<file path="src/rtl/output_argmax_classifier.sv">
// rtl/output_argmax_classifier.sv - Two-score argmax with valid/ack handshake; margin output under CLASSIFIER_MARGIN_EN
// Scores may arrive on different cycles; the decision is held until acknowledged.
module output_argmax_classifier #(
    parameter int SCORE_W   = 17,
    parameter bit TIE_CLASS = 1'b0
) (
    input  logic                      clk,
    input  logic                      rst,
    input  logic signed [SCORE_W-1:0] score0,
    input  logic                      score0_ready,
    input  logic signed [SCORE_W-1:0] score1,
    input  logic                      score1_ready,
    input  logic                      class_ack,
    output logic                      class_id,
    output logic                      class_valid,
`ifdef CLASSIFIER_MARGIN_EN
    output logic        [SCORE_W:0]   margin,
`endif
    output logic                      overrun
);

    typedef enum logic [1:0] {S_IDLE, S_PARTIAL, S_DECIDE, S_HOLD} state_t;

    state_t                    r_state;
    state_t                    w_next;
    logic signed [SCORE_W-1:0] r_s0;
    logic signed [SCORE_W-1:0] r_s1;
    logic                      r_got0;
    logic                      r_got1;
    logic                      r_class_id;
    logic                      r_class_valid;
    logic                      r_overrun;
    logic                      w_cap0;
    logic                      w_cap1;
    logic                      w_clr_got;
    logic                      w_set_ovr;
    logic                      w_decide;
    logic                      w_valid_set;
    logic                      w_valid_clr;
    logic                      w_cls;

    always_comb begin
        w_next      = r_state;
        w_cap0      = 1'b0;
        w_cap1      = 1'b0;
        w_clr_got   = 1'b0;
        w_set_ovr   = 1'b0;
        w_decide    = 1'b0;
        w_valid_set = 1'b0;
        w_valid_clr = 1'b0;
        case (r_state)
            S_IDLE: begin
                w_cap0 = score0_ready;
                w_cap1 = score1_ready;
                if (score0_ready && score1_ready)     w_next = S_DECIDE;
                else if (score0_ready || score1_ready) w_next = S_PARTIAL;
            end
            S_PARTIAL: begin
                w_cap0    = score0_ready;
                w_cap1    = score1_ready;
                w_set_ovr = (score0_ready && r_got0) || (score1_ready && r_got1);
                if ((r_got0 || score0_ready) && (r_got1 || score1_ready)) w_next = S_DECIDE;
            end
            S_DECIDE: begin
                w_decide  = 1'b1;
                w_set_ovr = score0_ready || score1_ready;
                w_next    = S_HOLD;
            end
            S_HOLD: begin
                // First HOLD cycle only raises class_valid; ack is meaningless until then.
                if (!r_class_valid) begin
                    w_valid_set = 1'b1;
                    w_set_ovr   = score0_ready || score1_ready;
                end else if (class_ack) begin
                    w_valid_clr = 1'b1;
                    w_clr_got   = 1'b1;
                    w_cap0      = score0_ready;
                    w_cap1      = score1_ready;
                    if (score0_ready && score1_ready)      w_next = S_DECIDE;
                    else if (score0_ready || score1_ready) w_next = S_PARTIAL;
                    else                                   w_next = S_IDLE;
                end else begin
                    w_set_ovr = score0_ready || score1_ready;
                end
            end
            default: w_next = S_IDLE;
        endcase
    end

    always_comb begin
        w_cls = TIE_CLASS;
        if (r_s1 > r_s0)      w_cls = 1'b1;
        else if (r_s0 > r_s1) w_cls = 1'b0;
    end

    always_ff @(posedge clk) begin
        if (rst) begin
            r_state       <= S_IDLE;
            r_s0          <= '0;
            r_s1          <= '0;
            r_got0        <= 1'b0;
            r_got1        <= 1'b0;
            r_class_id    <= 1'b0;
            r_class_valid <= 1'b0;
            r_overrun     <= 1'b0;
        end else begin
            r_state <= w_next;
            if (w_cap0) r_s0 <= score0;
            if (w_cap1) r_s1 <= score1;
            if (w_clr_got) begin
                r_got0 <= w_cap0;
                r_got1 <= w_cap1;
            end else begin
                r_got0 <= r_got0 | w_cap0;
                r_got1 <= r_got1 | w_cap1;
            end
            if (w_decide)         r_class_id    <= w_cls;
            if (w_valid_set)      r_class_valid <= 1'b1;
            else if (w_valid_clr) r_class_valid <= 1'b0;
            if (w_set_ovr)        r_overrun     <= 1'b1;
        end
    end

`ifdef CLASSIFIER_MARGIN_EN
    // Sign-extend before subtracting so the extreme difference cannot overflow.
    logic signed [SCORE_W:0] w_diff;
    logic        [SCORE_W:0] w_abs;
    logic        [SCORE_W:0] r_margin;

    assign w_diff = {r_s0[SCORE_W-1], r_s0} - {r_s1[SCORE_W-1], r_s1};
    assign w_abs  = w_diff[SCORE_W] ? -w_diff : w_diff;

    always_ff @(posedge clk) begin
        if (rst)           r_margin <= '0;
        else if (w_decide) r_margin <= w_abs;
    end

    assign margin = r_margin;
`endif

    assign class_id    = r_class_id;
    assign class_valid = r_class_valid;
    assign overrun     = r_overrun;

endmodule

</file>
<file path="config.mk">
export PLATFORM = sky130hd
export DESIGN_NAME = output_argmax_classifier
export DESIGN_NICKNAME = d
export VERILOG_FILES = /design/src/rtl/output_argmax_classifier.sv
export SDC_FILE = /design/constraint.sdc
export NUM_CORES = 1
export LEC_CHECK = 0
export BUFFER_PORTS_ARGS = -buffer_cell sky130_fd_sc_hd__buf_2
export CORE_MARGIN = 5
export CORE_UTILIZATION = 54
export DETAILED_ROUTE_END_ITERATION = 16
export GPL_TIMING_DRIVEN = 1
export PLACE_DENSITY = 0.83
export SLEW_MARGIN = 20
export SYNTH_ARGS = -nofsm -noshare
export SYNTH_HDL_FRONTEND = slang
export SYNTH_SLANG_ARGS = --single-unit
</file>
<file path="constraint.sdc">
create_clock -name clk -period 2.12 [get_ports clk]
set_clock_uncertainty 0.15 [all_clocks]
set_input_delay 0.318 -clock clk [delete_from_list [all_inputs] [get_ports clk]]
set_output_delay 0.318 -clock clk [all_outputs]
set_load 0.02 [all_outputs]
</file>
==> out/qor.yml <==
async_flop_share: 0
setup_viol: 0
end_kind: "flip-flop"
dr.pass1.iters: 4
critPathLaunch: "r_s0[3]"
numCtsBuffers: 5
startpoint_type: "flip-flop"
placed_area_mm2: 0.00230
synthCells: 221
core_area_mm2: 0.00372
p_sw_mw: 0.512
leakagePower_nw: 1.14
top_level_ports: 42
cap_violations: 0
slew_headroom: 0.708
min_period_over_period: 0.850
cts_tree: "built"
worstMarginPinSlew_ns: 0.428
grt_pass1_vias: 1589
vias_per_cell: 5.15
htree_levels: 2
die_area_mm2: 0.00523
synth_area_mm2: 0.00210
reg2reg_to: "class_id"
rows: 22
swShare: 0.266
p_int_mw: 1.41
fillers: 329
post-route-drc-count: 0
period_needed_ns: 1.80
gp_congestion: 0.813
syn_nets: 280
stdcell_count: 312
seq_power_share: 0.460
grt_usage: 0.156
final_max_slew_viol_count: 0
multi_input_area_mm2: 0.00109
cts.reportedPaths.clkPinSlew_ns: 0.08
nNetsFinal: 322
root_buffer: "clkbuf_8"
die_h_um: 72.3
syn_area_per_cell_um2: 9.49
synth_cell_type_count: 35
endpoint: "class_id"
cp_max_fo: 3
clockBufferDepth: 2
setup_tns_ns: 0
cts_hold_buf: 0
seq_area_frac_synth: 0.391
finalHoldViolCount: 0
ys_ff_latch: 41
synth_edf_count: 0
rr_worst_depth: 6
hold_path.startpoint: "score0[6]"
timing.fmax_mhz: 555
initial_core_util: 0.565
layout-drive-gt1-share: 0.220
yosys_warnings: 0
portBuffers: 41
rsz0062_at_grt: "false"
clkPwrFrac: 0.337
postCtsSetupRepairBufs: 0
chipWidth_um: 72.3
drt-wirelength-per-cell_um: 12.0
grt_max_degree: 41
detail-route-antenna-nets: 0
cts_sinks: 41
seq_area_um2: 821
ys.flop_type: "dfxtp_1"
clock_latency_ns: 0.29
cts-resized-gates: 0
route.vias.total: 1606
final_area_mm2: 0.00242
post-dp-hpwl_mm: 2.94
dpl.cell_count: 304
power_density_mw_per_mm2: 795
reg2reg_slack_ns: 0.32
antenna_found_initial: 0
critPathArrivalTime_ns: 1.82
crit_type: "flip-flop to flip-flop"
initialDrtViolationCount: 65
grt_pass1_wl_mm: 6.49
antennaDiodeCount: 0
cp.required_ns: 2.13
timing.rr.start: "r_s0[3]"
peakVddDrop_mv: 0.462
grt_overflow: 0
routed_wl_mm: 3.76
combPwrFrac: 0.204
hold_class: "input pin to flip-flop"
outcome: "complete, no violations"
syn2layout_area_growth_pct: 15.4
logic make-up (layout without fill, tap and decap cells):
logic type	Yosys count	in the layout	synth area share
adders and majority gates	20	20	0.119
DFF	41	41	0.391
buffers and inverters	33	76	0.0871
and+or+nand+nor	63	63	0.146
AOI/OAI and AO/OA	30	30	0.0942
muxes	34	34	0.162
registers in the layout, indices dropped and copies added (netlist names):
name	cells
r_s0	17
r_s1	17
r_got1	1
class_valid	1
r_state	2
overrun	1
r_got0	1
class_id	1
cell type report:
cell class	instances	share of cell area
clock inverter	2	0.0155
timing repair buffer	46	0.100
multi-input combinational	147	0.452
sequential	41	0.339
clock buffer	6	0.0341
inverter	22	0.0341
tap	48	0.0248
cell usage after synthesis, types with 3 or more instances:
cell type  count  area (um^2)
buf_6          3         33.8
mux2i_1       34          340
ha_1          20          250
dfxtp_1       41          821
a21oi_1       13         65.1
nand2_1        4         15.0
o21ai_0        4         20.0
inv_1         22         82.6
nor2_1        38          143
clkbuf_1       5         18.8
and3_1         3         18.8
nor2b_1        3         18.8
nand2b_1       3         18.8
metal layers:
metal	track usage	vias up	part of all wire
met4	0.0376	0	0.0080
li1	-	835	-
met5	0	-	0
met1	0.186	738	0.45
met3	0.0582	4	0.064
met2	0.266	29	0.48
power by group through the flow:
stage | registers [mW] | logic (mW) | clock network [mW]
2_1_floorplan | 0.890 | 0.322 | 0
3_3_place_gp | 0.901 | 0.381 | 0
3_5_place_dp | 0.903 | 0.394 | 0
4_1_cts | 0.886 | 0.398 | 0.665
5_1_grt | 0.895 | 0.452 | 0.706
6_report | 0.885 | 0.392 | 0.649
critical path, cell delays in order (launching register included):
cell	delay [ns]
dfxtp_1	0.33
inv_1	0.04
ha_1	0.30
and3_1	0.19
o311a_1	0.33
a211oi_1	0.22
o32ai_1	0.11
stage by stage:
| step | setup slack (ns) | hold slack, ns | utilization | power [mW] |
|---|---|---|---|---|
| 6_report | 0.317 | 0.108 | 0.652 | 1.93 |
| 3_5_place_dp | 0.318 | 0.332 | 0.619 | 1.30 |
| 3_3_place_gp | 0.343 | 0.323 | 0.619 | 1.28 |
| 5_1_grt | 0.0685 | 0.107 | 0.652 | 2.05 |
| 2_1_floorplan | 0.420 | 0.310 | - | 1.21 |
| 4_1_cts | 0.301 | 0.0991 | 0.652 | 1.95 |
worst min-delay path by stage:
stage	end	depth (start not counted)
after global routing	r_s0[0]	3
after detailed placement	r_s0[11]	2
after global placement	r_s0[15]	2
after CTS	r_s1[13]	3
final	r_s0[6]	3
after floorplan	r_s0[10]	2
layout by cell type, fill, tap and decap left out, drive strengths merged, types with 3 or more instances in the layout:
master,synthesis,final
buf,6,46
dfxtp,41,41
nor2,38,38
mux2i,34,34
inv,22,22
ha,20,20
a21oi,15,15
clkbuf,5,6
o21ai,4,4
nand2,4,4
nor2b,3,3
nand2b,3,3
and3,3,3
(Power assumes the default switching activity.)
